--- src/rtl/pc_pkg.sv ---
// ---------------------------------------------------------------------------
// pc_pkg
// Shared definitions for the fetch PC sequencer slice.
//   PC_XLEN      default address width
//   PC_STEP      default sequential increment in bytes (power of two)
//   PC_RAS_DEPTH default return-address-stack depth
//   addr_t       address type at the default width
//   next_src_e   where the next pc0 comes from in a given cycle
// Optional feature macro used by the slice: PC_RAS_EN (return-address stack).
// ---------------------------------------------------------------------------
package pc_pkg;

  localparam int PC_XLEN      = 32;
  localparam int PC_STEP      = 4;
  localparam int PC_RAS_DEPTH = 4;

  typedef logic [PC_XLEN-1:0] addr_t;

  typedef enum logic [2:0] {
    SRC_SEQ,
    SRC_BRANCH,
    SRC_TRAP,
    SRC_RAS,
    SRC_HOLD
  } next_src_e;

endpackage

--- src/rtl/pc_sequencer_if.sv ---
// ---------------------------------------------------------------------------
// pc_sequencer_if
// Bundles the request and status signals between the fetch control logic
// (master) and the PC sequencer (slave).
//   stall, we, write_addr, trap_we, trap_addr,
//   ras_push, ras_push_addr, ras_pop          : master -> slave
//   pc0, pc4, misalign, ras_empty, ras_full   : slave -> master
// Parameter XLEN sets the address width of the bundle.
// ---------------------------------------------------------------------------
interface pc_sequencer_if #(
  parameter int XLEN = pc_pkg::PC_XLEN
);

  logic            stall;
  logic            we;
  logic [XLEN-1:0] write_addr;
  logic            trap_we;
  logic [XLEN-1:0] trap_addr;
  logic            ras_push;
  logic [XLEN-1:0] ras_push_addr;
  logic            ras_pop;
  logic [XLEN-1:0] pc0;
  logic [XLEN-1:0] pc4;
  logic            misalign;
  logic            ras_empty;
  logic            ras_full;

  modport master (
    output stall, we, write_addr, trap_we, trap_addr,
           ras_push, ras_push_addr, ras_pop,
    input  pc0, pc4, misalign, ras_empty, ras_full
  );

  modport slave (
    input  stall, we, write_addr, trap_we, trap_addr,
           ras_push, ras_push_addr, ras_pop,
    output pc0, pc4, misalign, ras_empty, ras_full
  );

endinterface

--- src/rtl/pc_ras_stack.sv ---
// ---------------------------------------------------------------------------
// pc_ras_stack
// Circular return-address stack with a top pointer and a saturating count.
// A push on a full stack overwrites the oldest entry. A pop on an empty stack
// is ignored. Push and pop together replace the top entry in place.
// Ports:
//   clk, rst      clock, synchronous active-high reset
//   i_push        push request (already qualified by the caller)
//   i_pop         pop request (already qualified by the caller)
//   i_clear       drop all entries
//   i_push_addr   address to push
//   o_top         current top entry (meaningful only when not empty)
//   o_empty       no entries held
//   o_full        RAS_DEPTH entries held
// ---------------------------------------------------------------------------
module pc_ras_stack #(
  parameter int XLEN      = 32,
  parameter int RAS_DEPTH = 4
) (
  input  logic            clk,
  input  logic            rst,
  input  logic            i_push,
  input  logic            i_pop,
  input  logic            i_clear,
  input  logic [XLEN-1:0] i_push_addr,
  output logic [XLEN-1:0] o_top,
  output logic            o_empty,
  output logic            o_full
);

  localparam int PW = $clog2(RAS_DEPTH);
  localparam int CW = $clog2(RAS_DEPTH + 1);
  localparam logic [PW-1:0] LAST_IDX = PW'(RAS_DEPTH - 1);
  localparam logic [CW-1:0] FULL_CNT = CW'(RAS_DEPTH);

  logic [XLEN-1:0] r_mem [RAS_DEPTH];
  logic [PW-1:0]   r_tp;
  logic [CW-1:0]   r_cnt;

  logic [PW-1:0]   w_tp_inc;
  logic [PW-1:0]   w_tp_dec;
  logic            w_pop_ok;
  logic            w_push_only;

  // Explicit wrap so depths that are not powers of two still work.
  assign w_tp_inc    = (r_tp == LAST_IDX) ? '0 : r_tp + 1'b1;
  assign w_tp_dec    = (r_tp == '0) ? LAST_IDX : r_tp - 1'b1;
  assign w_pop_ok    = i_pop && (r_cnt != '0);
  assign w_push_only = i_push && !w_pop_ok;

  assign o_top   = r_mem[r_tp];
  assign o_empty = (r_cnt == '0);
  assign o_full  = (r_cnt == FULL_CNT);

  always_ff @(posedge clk) begin
    if (rst) begin
      r_tp  <= '0;
      r_cnt <= '0;
    end else if (i_clear) begin
      r_cnt <= '0;
    end else if (w_push_only) begin
      // Pointer keeps advancing when full, so the oldest slot is reused.
      r_tp <= w_tp_inc;
      if (r_cnt != FULL_CNT) r_cnt <= r_cnt + 1'b1;
    end else if (w_pop_ok && !i_push) begin
      r_tp  <= w_tp_dec;
      r_cnt <= r_cnt - 1'b1;
    end
  end

  // Storage carries no reset; only the pointer and count need one.
  always_ff @(posedge clk) begin
    if (!rst && !i_clear && i_push) begin
      r_mem[w_push_only ? w_tp_inc : r_tp] <= i_push_addr;
    end
  end

endmodule

--- src/rtl/pc_sequencer.sv ---
// ---------------------------------------------------------------------------
// pc_sequencer
// Fetch PC register holding the current PC (pc0) and its sequential
// successor (pc4). Per-cycle priority: rst > trap_we > stall > we > ras_pop >
// sequential. Redirect targets have their low bits cleared to STEP alignment;
// misalign pulses for one cycle when an accepted target was not aligned.
// All outputs come from flops (or the RAS count/storage), never directly
// from inputs.
// Optional feature: define PC_RAS_EN to include the return-address stack.
// Without it ras_push/ras_pop are ignored, ras_empty=1 and ras_full=0.
// Ports:
//   clk, rst   clock, synchronous active-high reset
//   bus        pc_sequencer_if.slave (requests in, pc0/pc4/status out)
// ---------------------------------------------------------------------------
module pc_sequencer
  import pc_pkg::*;
#(
  parameter int              XLEN         = PC_XLEN,
  parameter int              STEP         = PC_STEP,
  parameter logic [XLEN-1:0] RESET_VECTOR = '0,
  parameter int              RAS_DEPTH    = PC_RAS_DEPTH
) (
  input logic               clk,
  input logic               rst,
  pc_sequencer_if.slave     bus
);

  localparam logic [XLEN-1:0] STEP_A     = XLEN'(STEP);
  localparam logic [XLEN-1:0] ALIGN_MASK = XLEN'(STEP - 1);
  localparam logic [XLEN-1:0] RESET_PC4  = RESET_VECTOR + STEP_A;

  logic [XLEN-1:0] r_pc0;
  logic [XLEN-1:0] r_pc4;
  logic            r_misalign;

  next_src_e       w_src;
  logic [XLEN-1:0] w_tgt;
  logic [XLEN-1:0] w_tgt_al;
  logic            w_tgt_mis;
  logic [XLEN-1:0] w_ras_top;
  logic            w_ras_empty;
  logic            w_ras_full;
  logic            w_pop_ok;

`ifdef PC_RAS_EN
  logic w_ras_push;
  logic w_ras_pop;

  // Stall or trap drop stack requests; the trap itself empties the stack.
  assign w_ras_push = bus.ras_push && !bus.stall && !bus.trap_we;
  assign w_ras_pop  = bus.ras_pop  && !bus.stall && !bus.trap_we;
  assign w_pop_ok   = bus.ras_pop && !w_ras_empty;

  pc_ras_stack #(
    .XLEN      (XLEN),
    .RAS_DEPTH (RAS_DEPTH)
  ) u_ras (
    .clk         (clk),
    .rst         (rst),
    .i_push      (w_ras_push),
    .i_pop       (w_ras_pop),
    .i_clear     (bus.trap_we),
    .i_push_addr (bus.ras_push_addr),
    .o_top       (w_ras_top),
    .o_empty     (w_ras_empty),
    .o_full      (w_ras_full)
  );
`else
  logic w_unused;

  assign w_unused    = ^{bus.ras_push, bus.ras_push_addr, bus.ras_pop};
  assign w_pop_ok    = 1'b0;
  assign w_ras_top   = '0;
  assign w_ras_empty = 1'b1;
  assign w_ras_full  = 1'b0;
`endif

  always_comb begin
    w_src = SRC_SEQ;
    if (bus.trap_we)   w_src = SRC_TRAP;
    else if (bus.stall) w_src = SRC_HOLD;
    else if (bus.we)    w_src = SRC_BRANCH;
    else if (w_pop_ok)  w_src = SRC_RAS;
  end

  assign w_tgt     = bus.trap_we ? bus.trap_addr : bus.write_addr;
  assign w_tgt_al  = w_tgt & ~ALIGN_MASK;
  assign w_tgt_mis = |(w_tgt & ALIGN_MASK);

  always_ff @(posedge clk) begin
    if (rst) begin
      r_pc0      <= RESET_VECTOR;
      r_pc4      <= RESET_PC4;
      r_misalign <= 1'b0;
    end else begin
      r_misalign <= 1'b0;
      case (w_src)
        SRC_TRAP, SRC_BRANCH: begin
          r_pc0      <= w_tgt_al;
          r_pc4      <= w_tgt_al + STEP_A;
          r_misalign <= w_tgt_mis;
        end
        SRC_RAS: begin
          r_pc0 <= w_ras_top;
          r_pc4 <= w_ras_top + STEP_A;
        end
        SRC_HOLD: begin
          r_pc0 <= r_pc0;
          r_pc4 <= r_pc4;
        end
        default: begin
          r_pc0 <= r_pc4;
          r_pc4 <= r_pc4 + STEP_A;
        end
      endcase
    end
  end

  assign bus.pc0       = r_pc0;
  assign bus.pc4       = r_pc4;
  assign bus.misalign  = r_misalign;
  assign bus.ras_empty = w_ras_empty;
  assign bus.ras_full  = w_ras_full;

endmodule

--- src/flat_wrapper.sv ---
// flat-port wrapper written by rule: the top's interface ports become plain ports
module pc_sequencer_flat import pc_pkg::*;
#(
  parameter int              XLEN         = PC_XLEN,
  parameter int              STEP         = PC_STEP,
  parameter logic [XLEN-1:0] RESET_VECTOR = '0,
  parameter int              RAS_DEPTH    = PC_RAS_DEPTH
)
  (clk, rst, bus_stall, bus_we, bus_write_addr, bus_trap_we, bus_trap_addr, bus_ras_push, bus_ras_push_addr, bus_ras_pop, bus_pc0, bus_pc4, bus_misalign, bus_ras_empty, bus_ras_full);
  pc_sequencer_if #(.XLEN(XLEN)) bus_i ();
  input logic clk;
  input logic rst;
  input wire logic [$bits(bus_i.stall)-1:0] bus_stall;
  input wire logic [$bits(bus_i.we)-1:0] bus_we;
  input wire logic [$bits(bus_i.write_addr)-1:0] bus_write_addr;
  input wire logic [$bits(bus_i.trap_we)-1:0] bus_trap_we;
  input wire logic [$bits(bus_i.trap_addr)-1:0] bus_trap_addr;
  input wire logic [$bits(bus_i.ras_push)-1:0] bus_ras_push;
  input wire logic [$bits(bus_i.ras_push_addr)-1:0] bus_ras_push_addr;
  input wire logic [$bits(bus_i.ras_pop)-1:0] bus_ras_pop;
  output wire logic [$bits(bus_i.pc0)-1:0] bus_pc0;
  output wire logic [$bits(bus_i.pc4)-1:0] bus_pc4;
  output wire logic [$bits(bus_i.misalign)-1:0] bus_misalign;
  output wire logic [$bits(bus_i.ras_empty)-1:0] bus_ras_empty;
  output wire logic [$bits(bus_i.ras_full)-1:0] bus_ras_full;
  assign bus_i.stall = bus_stall;
  assign bus_i.we = bus_we;
  assign bus_i.write_addr = bus_write_addr;
  assign bus_i.trap_we = bus_trap_we;
  assign bus_i.trap_addr = bus_trap_addr;
  assign bus_i.ras_push = bus_ras_push;
  assign bus_i.ras_push_addr = bus_ras_push_addr;
  assign bus_i.ras_pop = bus_ras_pop;
  assign bus_pc0 = bus_i.pc0;
  assign bus_pc4 = bus_i.pc4;
  assign bus_misalign = bus_i.misalign;
  assign bus_ras_empty = bus_i.ras_empty;
  assign bus_ras_full = bus_i.ras_full;
  pc_sequencer #(.XLEN(XLEN), .STEP(STEP), .RESET_VECTOR(RESET_VECTOR), .RAS_DEPTH(RAS_DEPTH)) u_core (.clk(clk), .rst(rst), .bus(bus_i));
endmodule
--- config.mk ---
export PLATFORM = sky130hd
export DESIGN_NAME = pc_sequencer_flat
export DESIGN_NICKNAME = d
export VERILOG_FILES = /design/src/rtl/pc_pkg.sv /design/src/rtl/pc_sequencer_if.sv /design/src/rtl/pc_ras_stack.sv /design/src/rtl/pc_sequencer.sv /design/src/flat_wrapper.sv
export SDC_FILE = /design/constraint.sdc
export NUM_CORES = 1
export LEC_CHECK = 0
export ABC_CLOCK_PERIOD_IN_PS = 2750
export CAP_MARGIN = 25
export CORE_MARGIN = 1.5
export CORE_UTILIZATION = 38
export DETAILED_ROUTE_END_ITERATION = 6
export MAX_ROUTING_LAYER = met4
export PLACE_DENSITY = 0.77
export SYNTH_ARGS = -nofsm -noshare
export SYNTH_HDL_FRONTEND = slang
export SYNTH_HIERARCHICAL = 1
export SYNTH_SLANG_ARGS = --single-unit
--- constraint.sdc ---
create_clock -name clk -period 2.75 [get_ports clk]
set_clock_uncertainty 0.05 [all_clocks]
set_input_delay 0.55 -clock clk [delete_from_list [all_inputs] [get_ports clk]]
set_output_delay 0.55 -clock clk [all_outputs]
set_load 0.02 [all_outputs]
==> flow_summary.json, run 1 <==
{
  "status": "completed",
  "yosysWarnings": 6,
  "clk_latency_ns": 0.34,
  "critical_path_class": "in2reg",
  "cts-root-buf": "clkbuf_8",
  "wl_per_cell_um": 17.07,
  "gp_congestion": 0.9601,
  "viasPerCell": 5.550,
  "drc_errors": 0,
  "place_worst_setup_slack_ns": -0.6799,
  "drv_slew": 0,
  "cts-buffers-inserted": 9,
  "die_area_um2": 10370,
  "antenna_found_initial": 0,
  "setup-violations-final": 0,
  "cp_cell_sequence": "dlygate4sd2_1 -> buf_6 -> and2b_2 -> o311a_1 -> nor4_4 -> nand4_1 -> buf_4 -> or4_1 -> a31oi_1",
  "htreeDepth": 3,
  "post-route-util_pct": 64.07,
  "p_leak_nw": 2.289,
  "worstPathMaxFanout": 10,
  "cts_hold_buf": 0,
  "die_w_um": 101.9,
  "slew-limit-headroom_pct": 52.43,
  "final_cell_mix": "clkdlybuf4s50_1 (125), buf_4 (83), nand2_1 (64)",
  "ys_seq_area_share_pct": 32.88,
  "nets": 752,
  "dp_hpwl_um": 9952,
  "path_clk_slew_ns": 0.08,
  "rows": 35,
  "worst_pin_slew_ns": 0.7088,
  "min_period_ns": 2.688,
  "layout_commonest_cell": "clkdlybuf4s50_1",
  "num_vias": 4340,
  "cp_data_required_time_ns": 2.96,
  "grt_pass1_vias": 4248,
  "critPathMaxStageDelay_ns": 0.48,
  "clockBufferDepth": 2,
  "min_path_type": "reg2reg",
  "async_reset_ff_share_pct": 0,
  "synthCells": 464,
  "tritoncts": "done",
  "cp_top_family": "simple AND/OR/NAND/NOR gates",
  "worstSetupEndpointType": "flop",
  "dr.pass1.iters": 5,
  "synth-seq-cells": 61,
  "diodes": 0,
  "max_freq_ghz": 0.3720,
  "die_y_um": 101.9,
  "hold_ws_ns": 0.4090,
  "crit_path_start_kind": "input port",
  "drive_above_1_share_pct": 23.43,
  "pwr_density_cell_nw_per_um2": 452.9,
  "start_util_pct": 39.63,
  "ys_types": 63,
  "rsz0062_at_grt": "false",
  "boundaryPins": 170,
  "worst-path-buf-inv": 3,
  "fin_ws_ns": 0.06199,
  "area_growth_pct": 61.69,
  "vdd_drop_max_mv": 0.3552,
  "synth_top_flop_cell": "dfxtp_1",
  "fp.coreArea_um2": 9371,
  "finalHoldViolCount": 0,
  "cts_sinks": 61,
  "critPathArrivalTime_ns": 2.90,
  "grt.total_usage_pct": 26.42,
  "syn_avg_cell_area_um2": 8.003,
  "dr.first_iter.drc_count": 286,
  "synth_edf_count": 0,
  "syn_area_um2": 3714,
  "drt_wl_total_um": 13350,
  "fillers": 812,
  "grt_max_degree": 32,
  "ant_nets": 0,
  "p_total_mw": 2.719,
  "cpMaxStageDelayCell": "or4_1",
  "drv_cap": 0,
  "fin_crit_sh_pct": 97.75,
  "io_buffers": 129,
  "gr-total-overflow": 0,
  "grt_pass1_wl_um": 21140
}
## worst register-to-register path, delay by kind of cell, from the launching register on
kind | cells | cell delay, ns
AOI/OAI and AO/OA | 2 | 0.48
DFF | 1 | 0.39
and+or+nand+nor | 4 | 1.28
## worst paths after layout
check | start | to | slack [ns] | cells after the start
min | u_core/bus.pc0[29]$_SDFFE_PP0P_ | u_core/bus.pc0[29]$_SDFFE_PP0P_ | 0.41 | 2
max | bus_stall | u_core/bus.pc4[29]$_SDFFE_PP0P_ | 0.06 | 9
min reg2reg | u_core/bus.pc0[29]$_SDFFE_PP0P_ | u_core/bus.pc0[29]$_SDFFE_PP0P_ | 0.41 | 2
max reg2reg | u_core/bus.pc4[8]$_SDFFE_PP0P_ | u_core/bus.pc4[29]$_SDFFE_PP0P_ | 0.48 | 6
## area by class of cell
type,instances,area (um2),share of cell area (%)
Clock buffer,9,123.9,2.063
Sequential cell,61,1221,20.34
Timing Repair Buffer,216,1969,32.80
Multi-Input combinational cell,346,2397,39.92
Inverter,14,56.30,0.9377
Tap cell,129,161.4,2.688
Clock inverter,7,75.07,1.250
## routing by layer
layer  track usage (%)  wire length [um]
met1             36.20              6084
met2             41.64              6191
met3             2.052               865
met4             8.219               205
met5                 -                 0
## power breakdown
group	leakage (nW)	internal [mW]	switching, mW	total [mW]
Sequential	0.505	0.955	0.0548	1.01
Combinational	1.69	0.450	0.440	0.890
Clock	0.0918	0.421	0.398	0.819
## cell families (layout without fill, tap and decap cells)
| family | after synthesis | in the layout | share of synthesized area, % |
|---|---|---|---|
| flops | 61 | 61 | 32.88 |
| simple gates | 208 | 209 | 30.73 |
| other cells | 2 | 6 | 0.2022 |
| compound gates | 115 | 115 | 23.72 |
| fa+ha+maj | 1 | 1 | 0.3369 |
| buf+inv | 62 | 246 | 8.356 |
| mux | 6 | 6 | 1.651 |
| xor+xnor | 9 | 9 | 2.123 |
## synth_stat cells, types with 10 or more instances
cell | number | share of area [%]
dfxtp_1 | 61 | 33
nand2_1 | 65 | 6.6
a21oi_1 | 33 | 4.4
a211oi_1 | 10 | 2.0
o21ai_0 | 13 | 1.8
nor2_1 | 51 | 5.2
buf_2 | 12 | 1.6
a311oi_1 | 12 | 2.8
inv_1 | 13 | 1.3
clkbuf_1 | 20 | 2.0
## registers in the layout, indices dropped and copies added (netlist names)
signal               count
u_core/bus.misalign      1
u_core/bus.pc0          30
u_core/bus.pc4          30
## metrics by stage
step,cells,setup TNS [ns],instance area (um2)
4_1_cts,782,0,5981
3_3_place_gp,762,-8.145,5680
5_1_grt,782,0,6005
2_1_floorplan,468,-0.006178,3841
3_5_place_dp,762,-9.672,5680
6_report,782,0,6005
## timing repair
item,in CTS,in global routing
gates cloned,1,0
hold endpoints to repair,0,0
resized for setup,16,8
buffers inserted,3,0
endpoints found under the setup margin,17,12
pin swaps,3,1
No activity file was read; power rests on OpenSTA's default activity.
==> run 2, diff against run 1 <==
--- a/config.mk
+++ b/config.mk
@@ -6,8 +6,8 @@
 export NUM_CORES = 1
 export LEC_CHECK = 0
 export ABC_CLOCK_PERIOD_IN_PS = 2750
-export CAP_MARGIN = 25
-export CORE_MARGIN = 1.5
+export CAP_MARGIN = 40
+export CORE_MARGIN = 4
 export CORE_UTILIZATION = 38
 export DETAILED_ROUTE_END_ITERATION = 6
 export MAX_ROUTING_LAYER = met4
==> run 2 against run 1 <==
Effect of this change:
- design area rose by 2.3%
- sequential power about the same
- worst setup slack better by 0.0074 ns
- core utilization increased by 1.5 points
- combinational power increased by 2.7%
- register-to-register slack hardly changed
- non-clock buffer count up 8
- sequential share of layout area is 0.45 points lower
- cell count rose by 0.90%
- critical path type unchanged
- critical endpoint is now u_core/bus.pc4[20]$_SDFFE_PP0P_
==> flow_summary.json, run 2 (same netlist as run 1, synthesis figures left out) <==
{
  "status": "completed",
  "placed_area_um2": 5736,
  "path_clk_slew_ns": 0.08,
  "p_leak_nw": 2.343,
  "die_area_um2": 11420,
  "worst_pin_slew_ns": 0.5904,
  "gp_congestion": 0.9313,
  "start_util_pct": 39.63,
  "drc_errors": 0,
  "worstPathMaxFanout": 11,
  "route.met2.wl_um": 6587,
  "worstSetupEndpointType": "flop",
  "intPower_mw": 1.872,
  "grt_max_degree": 36,
  "boundaryPins": 170,
  "drive_above_1_share_pct": 25.15,
  "multi_input_area_um2": 2406,
  "final_cell_mix": "clkdlybuf4s50_1 (125), buf_4 (86), nand2_1 (64)",
  "cts-root-buf": "clkbuf_8",
  "switching_share_pct": 32.13,
  "gr-total-overflow": 0,
  "max_freq_ghz": 0.3730,
  "seqPwrFrac_pct": 36.6,
  "cts_hold_buf": 0,
  "comb_power_share_pct": 33.1,
  "die_w_um": 106.9,
  "fp.coreArea_um2": 9371,
  "min_period_ns": 2.681,
  "grt.total_usage_pct": 23.90,
  "critPathArrivalTime_ns": 2.87,
  "io_buffers": 129,
  "htreeDepth": 3,
  "dp_hpwl_um": 10340,
  "r2r_slack_ns": 0.49,
  "cts-buffers-inserted": 9,
  "num_vias": 4299,
  "crit_path_start_kind": "input port",
  "grt_pass1_wl_um": 21390,
  "ff_latch_area_um2": 1221,
  "drt_wl_total_um": 13740,
  "dr.pass1.iters": 6,
  "area_growth_pct": 65.36,
  "switchingPower_mw": 0.8863,
  "drv_cap": 0,
  "cp_data_required_time_ns": 2.94,
  "power.clock.fraction_pct": 30.3,
  "vdd_drop_max_mv": 0.3822,
  "drv_slew": 0,
  "layout_commonest_cell": "clkdlybuf4s50_1",
  "wl_per_cell_um": 17.41,
  "critPathMaxStageDelay_ns": 0.42,
  "grt_pass1_vias": 4317,
  "cp_top_family": "compound AO/OA/AOI/OAI gates",
  "dr.first_iter.drc_count": 371,
  "clockBufferDepth": 2,
  "fillers": 763,
  "pwr_density_cell_nw_per_um2": 449.2,
  "tns_ns": 0,
  "wl_met3_um": 1016,
  "setup-violations-final": 0,
  "worst-path-buf-inv": 4,
  "rows": 35,
  "cts_sinks": 61,
  "die_y_um": 106.9,
  "clk_latency_ns": 0.34,
  "nets": 759,
  "antenna_found_initial": 0,
  "wl_met1_um": 5951,
  "viasPerCell": 5.449,
  "slew-limit-headroom_pct": 60.23,
  "fin_crit_sh_pct": 97.48,
  "topRoutingLayerUsed": "met4",
  "cpMaxStageDelayCell": "a311oi_1",
  "finalHoldViolCount": 0,
  "diodes": 0,
  "critical_path_class": "in2reg",
  "ant_nets": 0,
  "hold_ws_ns": 0.4028,
  "min_path_type": "reg2reg",
  "tritoncts": "done",
  "design_area_um2": 6141,
  "cp_cell_sequence": "dlygate4sd2_1 -> buf_6 -> buf_4 -> nor4bb_1 -> a311oi_1 -> and4b_1 -> buf_4 -> and2_2 -> a31o_2 -> a311oi_1"
}
-- run 2: worst register-to-register path: cells and delay by family (launching register included) --
family          cells  cell delay, ns
flops               1            0.39
simple gates        3            0.82
compound gates      3            0.90
-- run 2: path summary, 6_finish.rpt --
check	startpoint	endpoint	cells past startpoint
setup / recovery	bus_we	u_core/bus.pc4[20]$_SDFFE_PP0P_	10
hold / removal	u_core/bus.pc0[4]$_SDFFE_PP0P_	u_core/bus.pc0[4]$_SDFFE_PP0P_	2
setup reg to reg	u_core/bus.pc4[6]$_SDFFE_PP0P_	u_core/bus.pc4[26]$_SDFFE_PP0P_	6
hold reg to reg	u_core/bus.pc0[4]$_SDFFE_PP0P_	u_core/bus.pc0[4]$_SDFFE_PP0P_	2
-- run 2: power by group through the flow --
stage                     Clock [mW]  Sequential, mW  Combinational (mW)
final                          0.836            1.01               0.914
after floorplan                    0            1.10               0.354
after CTS                      0.838            1.01               0.893
after global routing           0.884            1.02               0.972
after global placement             0            1.03               0.852
after detailed placement           0            1.03               0.868
-- run 2: layout make-up --
type | count | area share (%)
clock buffer | 10 | 2.241
tap | 129 | 2.628
inverter | 14 | 0.9169
sequential | 61 | 19.89
timing repair buffer | 224 | 33.99
multi-input combinational | 345 | 39.18
clock inverter | 6 | 1.161
-- run 2: repair_timing --
item	CTS	global route
pin swaps	7	3
gates cloned	0	0
buffers inserted	7	0
endpoints found under the setup margin	16	11
resized for setup	10	16
-- run 2: metal layers --
layer / up-vias / global-route usage, %
li1: 2073 / -
met5: - / -
met2: 187 / 39.30
met3: 16 / 3.492
met4: 0 / 6.027
met1: 2023 / 31.05
-- run 2: through the flow --
step,utilization (%),setup WS (ns),std cells,power [mW]
floorplan,-,-0.006178,468,1.457
global placement,61.20,-0.5145,766,1.878
detailed placement,61.20,-0.6365,766,1.895
CTS,64.59,0.08244,789,2.739
global route,65.53,-0.02592,789,2.874
finish,65.53,0.06935,789,2.759
